## src/rtl/instr_encoder_pkg.sv

```systemverilog
// rtl/instr_encoder_pkg.sv - shared imm_sel codes, NOP word and field bundle for the RV32I encoder
package instr_encoder_pkg;

    // Immediate-format select codes, identical to the immediate generator's
    localparam logic [2:0] IMM_R  = 3'b001;
    localparam logic [2:0] IMM_I  = 3'b010;
    localparam logic [2:0] IMM_IL = 3'b011;
    localparam logic [2:0] IMM_S  = 3'b100;
    localparam logic [2:0] IMM_B  = 3'b101;

    // addi x0,x0,0 emitted in place of a word with an illegal format
    localparam logic [31:0] NOP_INSTR = 32'h0000_0013;

    typedef struct packed {
        logic [2:0]  imm_sel;
        logic [6:0]  opcode;
        logic [4:0]  rd;
        logic [4:0]  rs1;
        logic [4:0]  rs2;
        logic [2:0]  funct3;
        logic [6:0]  funct7;
        logic [31:0] imm32;
    } enc_fields_t;

    // True when v is a sign-extended 12-bit value
    function automatic logic fits_12(input logic [31:0] v);
        return (v[31:11] == '0) || (v[31:11] == '1);
    endfunction

    // True when v is a sign-extended 13-bit value
    function automatic logic fits_13(input logic [31:0] v);
        return (v[31:12] == '0) || (v[31:12] == '1);
    endfunction

endpackage

```

## src/rtl/instr_pack.sv

```systemverilog
// rtl/instr_pack.sv - combinational packing of decoded fields into an RV32I word with range check
module instr_pack
    import instr_encoder_pkg::*;
(
    input  enc_fields_t  fields,
    output logic [31:0]  instr,
    output logic         imm_err,
    output logic         sel_err
);

    // Select the bit layout for the format and flag immediates that do not fit it
    always_comb begin
        instr   = NOP_INSTR;
        imm_err = 1'b0;
        sel_err = 1'b0;
        unique case (fields.imm_sel)
            IMM_R: begin
                instr = {fields.funct7, fields.rs2, fields.rs1, fields.funct3,
                         fields.rd, fields.opcode};
            end
            IMM_I, IMM_IL: begin
                instr   = {fields.imm32[11:0], fields.rs1, fields.funct3,
                           fields.rd, fields.opcode};
                imm_err = !fits_12(fields.imm32);
            end
            IMM_S: begin
                instr   = {fields.imm32[11:5], fields.rs2, fields.rs1, fields.funct3,
                           fields.imm32[4:0], fields.opcode};
                imm_err = !fits_12(fields.imm32);
            end
            IMM_B: begin
                // Branch offsets are even; a set bit 0 cannot be encoded
                instr   = {fields.imm32[12], fields.imm32[10:5], fields.rs2, fields.rs1,
                           fields.funct3, fields.imm32[4:1], fields.imm32[11], fields.opcode};
                imm_err = !fits_13(fields.imm32) || fields.imm32[0];
            end
            default: begin
                instr   = NOP_INSTR;
                sel_err = 1'b1;
            end
        endcase
    end

endmodule

```

## src/rtl/instr_encoder.sv

```systemverilog
// rtl/instr_encoder.sv - two-stage RV32I instruction encoder streaming words with byte addresses
module instr_encoder
    import instr_encoder_pkg::*;
#(
    parameter int                ADDR_W    = 32,
    parameter logic [ADDR_W-1:0] BASE_ADDR = '0,
    parameter int                ERRCNT_W  = 8
) (
    input  logic                clk,
    input  logic                rst_n,
    input  logic                in_valid,
    output logic                in_ready,
    input  logic [2:0]          imm_sel,
    input  logic [6:0]          opcode,
    input  logic [4:0]          rd,
    input  logic [4:0]          rs1,
    input  logic [4:0]          rs2,
    input  logic [2:0]          funct3,
    input  logic [6:0]          funct7,
    input  logic [31:0]         imm32,
    input  logic                addr_clr,
    output logic                out_valid,
    input  logic                out_ready,
    output logic [31:0]         instr,
    output logic [ADDR_W-1:0]   wr_addr,
    output logic                imm_err,
    output logic                sel_err,
    output logic [ERRCNT_W-1:0] err_count
);

    enc_fields_t          in_fields;
    enc_fields_t          s1_fields_q, s1_fields_d;
    logic                 s1_valid_q, s1_valid_d;
    logic                 out_valid_q, out_valid_d;
    logic [31:0]          instr_q, instr_d;
    logic                 imm_err_q, imm_err_d;
    logic                 sel_err_q, sel_err_d;
    logic [ADDR_W-1:0]    wr_addr_q, wr_addr_d;
    logic [ERRCNT_W-1:0]  err_count_q, err_count_d;

    logic                 s1_ready;
    logic                 s2_ready;
    logic                 out_hs;
    logic [31:0]          pk_instr;
    logic                 pk_imm_err;
    logic                 pk_sel_err;

    assign in_fields = '{imm_sel: imm_sel, opcode: opcode, rd: rd, rs1: rs1, rs2: rs2,
                         funct3: funct3, funct7: funct7, imm32: imm32};

    instr_pack u_pack (
        .fields  (s1_fields_q),
        .instr   (pk_instr),
        .imm_err (pk_imm_err),
        .sel_err (pk_sel_err)
    );

    // Ready chain: each stage frees up when its content moves on this cycle
    always_comb begin
        s2_ready = !out_valid_q || out_ready;
        s1_ready = !s1_valid_q || s2_ready;
        out_hs   = out_valid_q && out_ready;
    end

    // Next-state for both stages, the address counter and the error counter
    always_comb begin
        s1_valid_d  = s1_valid_q;
        s1_fields_d = s1_fields_q;
        out_valid_d = out_valid_q;
        instr_d     = instr_q;
        imm_err_d   = imm_err_q;
        sel_err_d   = sel_err_q;
        wr_addr_d   = wr_addr_q;
        err_count_d = err_count_q;

        if (s1_ready) begin
            s1_valid_d = in_valid;
            if (in_valid) begin
                s1_fields_d = in_fields;
            end
        end

        // S2 only reloads when it is empty or its word leaves; otherwise outputs hold
        if (s2_ready) begin
            out_valid_d = s1_valid_q;
            if (s1_valid_q) begin
                instr_d   = pk_instr;
                imm_err_d = pk_imm_err;
                sel_err_d = pk_sel_err;
            end
        end

        // A clear wins over the advance; the word leaving now keeps its old address
        if (addr_clr) begin
            wr_addr_d = BASE_ADDR;
        end else if (out_hs) begin
            wr_addr_d = wr_addr_q + ADDR_W'(4);
        end

        if (out_hs && (imm_err_q || sel_err_q) && (err_count_q != '1)) begin
            err_count_d = err_count_q + ERRCNT_W'(1);
        end
    end

    // Pipeline and counter registers; reset discards anything in flight
    always_ff @(posedge clk or negedge rst_n) begin
        if (!rst_n) begin
            s1_valid_q  <= 1'b0;
            s1_fields_q <= '0;
            out_valid_q <= 1'b0;
            instr_q     <= '0;
            imm_err_q   <= 1'b0;
            sel_err_q   <= 1'b0;
            wr_addr_q   <= BASE_ADDR;
            err_count_q <= '0;
        end else begin
            s1_valid_q  <= s1_valid_d;
            s1_fields_q <= s1_fields_d;
            out_valid_q <= out_valid_d;
            instr_q     <= instr_d;
            imm_err_q   <= imm_err_d;
            sel_err_q   <= sel_err_d;
            wr_addr_q   <= wr_addr_d;
            err_count_q <= err_count_d;
        end
    end

    assign in_ready  = s1_ready;
    assign out_valid = out_valid_q;
    assign instr     = instr_q;
    assign imm_err   = imm_err_q;
    assign sel_err   = sel_err_q;
    assign wr_addr   = wr_addr_q;
    assign err_count = err_count_q;

endmodule

```

## config.mk

```make
export PLATFORM = sky130hd
export DESIGN_NAME = instr_encoder
export DESIGN_NICKNAME = d
export VERILOG_FILES = /design/src/rtl/instr_encoder_pkg.sv /design/src/rtl/instr_pack.sv /design/src/rtl/instr_encoder.sv
export SDC_FILE = /design/constraint.sdc
export NUM_CORES = 1
export LEC_CHECK = 0
export ABC_CLOCK_PERIOD_IN_PS = 1800
export BUFFER_PORTS_ARGS = -buffer_cell sky130_fd_sc_hd__buf_2
export CORE_ASPECT_RATIO = 0.5
export CORE_UTILIZATION = 48
export CTS_CLUSTER_SIZE = 25
export DETAILED_ROUTE_END_ITERATION = 10
export PLACE_DENSITY = 0.79
export SLEW_MARGIN = 20
export SYNTH_ARGS = -nofsm -noshare
export SYNTH_HDL_FRONTEND = slang
export SYNTH_SLANG_ARGS = --single-unit
export TNS_END_PERCENT = 30
```

## constraint.sdc

```tcl
create_clock -name clk -period 1.8 [get_ports clk]
set_input_delay 0.09 -clock clk [delete_from_list [all_inputs] [get_ports clk]]
set_output_delay 0.09 -clock clk [all_outputs]
set_load 0.05 [all_outputs]
```

Yosys cells after proc, flatten, opt, wreduce, memory -nomap -nowiden
Index checks and enable logic that the tools add are counted.

$add $sub $neg: 2. Eq/ne operators: 8. Mux-type cells: 5. Reduce and logical (&&, ||, !) cells: 21.

Operators with widths (number): $pmux 32 s4 (1); $mux 32 (2); $add 32x3->32 const B (1); $eq 21x21->1 const B (1); $logic_not 21->1 (1); $eq 20x20->1 const B (1); $logic_not 20->1 (1); $add 8x1->8 const B (1); $ne 8x8->1 const B (1); $eq 3x2->1 const B (2); $eq 3x3->1 const B (2); $logic_or 1x1->1 (6); $reduce_or 5->1 (1); $logic_not 1->1 (4); $reduce_and 2->1 (2); $eq 3x1->1 const B (1); $logic_and 1x1->1 (3); $reduce_or 3->1 (1); $pmux 1 s2 (1); $reduce_bool 2->1 (1); $reduce_or 2->1 (1); $mux 1 (1).

Register bits: 143. Bits of input ports: 72. Output and inout bits: 76. Word-level logic and storage cells: 51.

Depth between registers and ports, before layout
Depth after elaboration: 5. Gate-level depth with buffers: 6. Depth with buffers taken out: 6.

By module
From an unflattened synthesis, not the netlist that was laid out.

Cells, all modules: 525. Area total of the unflattened synthesis: 6472.5 sq um.

By module, submodules not included: instr_encoder (instances 1, cells an instance 433, area each 5846.9 sq um, seq. area each 3528.4 sq um); instr_pack (instances 1, cells an instance 92, area each 625.6 sq um, seq. area each 0.0 sq um).

Worst setup path after synthesis
No wires, ideal clock.

Kind: register to register. Start: register out_valid_q, in the netlist out_valid. End: register s1_fields_q[0] (netlist name). Library setup time: 125 ps. Arrival: 2399 ps. Required time: 1675 ps. Slack: -724 ps. Stages on the path, launching flop included: 6. Path buffers: 2. Period minus slack after synthesis: 2524 ps. Path through: dfrtp_1 nand3b_1 nand2_1 clkbuf_1 buf_2 mux2_2.

Word-level cells in the longest chain between the ends: 4.

Ends and longest elaborated chain: start: declaration (line instr_encoder.sv:34) `logic out_valid_q, out_valid_d;`; start signal: assignment (line instr_encoder.sv:119) `out_valid_q <= out_valid_d;`; $logic_not 1->1 (line instr_encoder.sv:60) `s2_ready = !out_valid_q || out_ready;`; $logic_or 1x1->1 (line instr_encoder.sv:60); $logic_or 1x1->1 (line instr_encoder.sv:61) `s1_ready = !s1_valid_q || s2_ready;`; via in_ready (line instr_encoder.sv:12) `output logic in_ready,`; $reduce_and 2->1 (no source line); end signal: assignment (line instr_encoder.sv:118) `s1_fields_q <= s1_fields_d;`; end: declaration (line instr_encoder.sv:32) `enc_fields_t s1_fields_q, s1_fields_d;`.

The timed path passes the listed nets, and every way through them passes these cells. A chain may end at the register's enable or synchronous reset.

Worst setup path in the final report
Start: register wr_addr_q[3], in the netlist wr_addr[3]. End: register wr_addr_q[30], in the netlist wr_addr[30].

Word-level cells in the longest chain between the ends: 3.

Ends and longest elaborated chain: start: declaration (line instr_encoder.sv:38) `logic [ADDR_W-1:0] wr_addr_q, wr_addr_d;`; start signal: assignment (line instr_encoder.sv:123) `wr_addr_q <= wr_addr_d;`; $add 32x3->32 (line instr_encoder.sv:97) `wr_addr_d = wr_addr_q + ADDR_W'(4);`; $mux 32 (line instr_encoder.sv:96) `end else if (out_hs) begin`; $mux 32 (line instr_encoder.sv:94) `if (addr_clr) begin`.

Every way passes these cells. The select of a mux whose other input is x is not followed.

==> out/qor.yml <==
status:
  status: "finished with violations"
  violations: "setup timing"
die:
  initial_core_util_pct: 50.0
  ios: 148
  die_x_um: 160
  rows: 28
  die_area_um2: 13000
  core_area_um2: 12000
  die_height_um: 81.1
global_route:
  grt_pass1_vias: 4960
  antenna_found_initial: 0
  grtUsageTotal_pct: 25.7
  grt-ovfl-total: 0
  grt_pass1_wl_um: 25600
  grt_max_degree: 57
timing:
  hold_violations: 0
  whs_ns: 0.0435
  worstMarginPinSlew_ns: 0.707
  worst_slack_ns: -0.000899
  slew_headroom_pct: 52.4
  setup-violations-final: 1
  rsz0062_at_grt: "true"
  setup_tns_ns: -0.000899
  finalCriticalPeriod_ns: 1.80
  fin_crit_sh_pct: 100
  finClkSkew_ns: 0.0100
  maxSlewViolCount: 0
  fmax_ghz: 0.555
power_and_ir_drop:
  cellPowerDensity_nw_per_um2: 1200
  vdd_drop_max_uv: 584
  power.total_mw: 10.3
  p_leak_nw: 4.02
drt:
  dr.first_iter.drc_count: 337
  dr.pass1.iters: 5
  via_per_inst: 5.48
  vias: 4995
  drc: 0
  wl_um: 16000
  post_drt_wl_per_cell_um: 17.6
  ant_nets: 0
logic_synthesis:
  synth_top_area_cell: "dfrtp_1"
  synthCells: 500
  ys_warn_count: 0
  ys_ff_latch: 141
  synth_common_cells: "dfrtp_1 (141), mux2_2 (68), nor2_1 (67)"
  syn_avg_cell_area_um2: 12.0
  synthArstFlopShare_pct: 100
  synth.distinct_cells: 43
  syn_area_um2: 6010
  yosys-top-cells-area: "dfrtp_1 (59%), mux2_2 (13%), nor2_1 (4.2%), xnor2_1 (2.6%), xor2_1 (2.0%)"
  ys.flop_type: "dfrtp_1"
  synth_edf_count: 0
  synth_top_area_share_pct: 58.8
  post-synth-top-count-cell: "dfrtp_1"
  synth-seq-area-share_pct: 58.8
worst_setup_path:
  worst_setup_path_start_kind: "flip-flop"
  ff2ff_path_depth: 6
  end_kind: "flip-flop"
  required_ns: 2.09
  r2r_slack_ns: -0.0009
  arrival_ns: 2.09
  path_max_fanout: 5
  crit_type: "reg2reg"
  timing.rr.start: "wr_addr[3]"
  reg2reg_to: "wr_addr[30]"
hold_path:
  hold_path.class: "in2reg"
  hold_start: "out_ready"
  holdPathStages: 3
  hold_path_end: "out_valid"
finish:
  drive_gt1_share_pct: 38.9
  design_area_um2: 8550
  diodes: 0
  fin_cells: 911
  final_nets: 809
  area.growth.synth_to_final_pct: 42.4
clock_network:
  cts_tree: "built"
  cts_buffer_depth: 2
  insertion_delay_ns: 0.42
  clock-root-buffer: "clkbuf_16"
  clock-sinks: 141
  cts_inserted_buffers: 17
  cts_max_level: 4
  clkTransAtPathRegs_ns: 0.06
place:
  placedCellCount: 811
  dp_hpwl_um: 9780
  finalWeightedCongestion: 0.887
  io_buffer_count: 145
  placed_cell_area_um2: 7210
job:
  max_cap_violations: 0
[layout make-up]
class / instances / area, um2
multi-input combinational: 333 / 2510
sequential: 141 / 3540
clock inverter: 11 / 166
clock buffer: 19 / 453
tap: 165 / 206
timing repair buffer: 240 / 1670
fill: 799 / 3460
inverter: 2 / 7.51
[sequential cells by signal, summed over array words and instances (netlist names)]
register     cells
err_count        8
imm_err          1
instr           32
out_valid        1
s1_fields_q     67
s1_valid_q       1
sel_err          1
wr_addr         30
[cell usage in the layout (no fill, tap or decap), types with 3 or more instances in the layout]
| master | n |
|---|---|
| and3_1 | 4 |
| nand2_1 | 21 |
| nor2_1 | 67 |
| mux2_4 | 30 |
| a221oi_1 | 9 |
| dfrtp_2 | 7 |
| clkbuf_16 | 17 |
| buf_4 | 22 |
| xnor2_1 | 18 |
| clkinv_2 | 3 |
| buf_2 | 144 |
| nor4_1 | 8 |
| nor2b_1 | 4 |
| bufinv_16 | 4 |
| nand3_1 | 13 |
| and3_2 | 3 |
| a21oi_1 | 15 |
| o21ai_0 | 13 |
| a22oi_1 | 5 |
| nand2b_1 | 3 |
| a22o_1 | 12 |
| nor3_1 | 6 |
| nand4_1 | 16 |
| dfrtp_1 | 134 |
| mux2_2 | 38 |
| buf_12 | 4 |
| and4_2 | 3 |
| clkinvlp_4 | 3 |
| o22a_1 | 3 |
| dlygate4sd3_1 | 69 |
| xor2_1 | 14 |
[what timing repair did]
action,4_1_cts,5_1_grt
endpoints found under the setup margin,2,15
hold endpoints to repair,121,0
hold buffers,69,0
buffers inserted,0,1
gates resized for setup,0,7
[where the power goes]
| part | internal, mW | switching (mW) | leakage (nW) |
|---|---|---|---|
| clock | 2.37 | 1.34 | 0.297 |
| combinational | 0.904 | 1.63 | 1.99 |
| sequential | 3.65 | 0.387 | 1.73 |
[per-stage QoR]
step           setup WS, ns  util, %
3_5_place_dp         0.0391     60.0
2_1_floorplan        -0.248        -
4_1_cts             -0.0126     70.9
6_report          -0.000899     71.2
5_1_grt              -0.117     71.2
3_3_place_gp          0.139     60.0
[routing by layer]
layer	track usage [%]	vias to the layer above	routed length, um
met5	0	-	0
met4	7.71	0	349
met3	6.69	41	946
met2	44.1	217	7890
met1	32.7	2485	6820
li1	-	2252	-
[logic make-up after synthesis]
family	after synthesis	synth area share [%]
other	1	0.0624
adders and majority gates	2	0.417
muxes	70	13.1
buffers and inverters	27	1.87
xor gates and xnor gates	32	4.67
DFF	141	58.7
AOI/OAI and AO/OA	64	7.38
and+or+nand+nor	163	13.8
[critical path, cell delays in order, from the launching register on]
cell	delay, ns
dfrtp_1	0.42
ha_1	0.21
nand3_1	0.09
or4_1	0.49
nor4_2	0.24
xnor2_1	0.17
nor2_1	0.06
[worst max-delay path by stage]
| stage | start | end |
|---|---|---|
| final | wr_addr[3] | wr_addr[30] |
| after global routing | wr_addr[3] | wr_addr[30] |
| after CTS | wr_addr[2] | wr_addr[30] |
| after detailed placement | wr_addr[2] | wr_addr[30] |
| after global placement | wr_addr[2] | wr_addr[30] |
| after floorplan | out_valid | s1_fields_q[0] |
No activity file was read; power rests on OpenSTA's default activity.
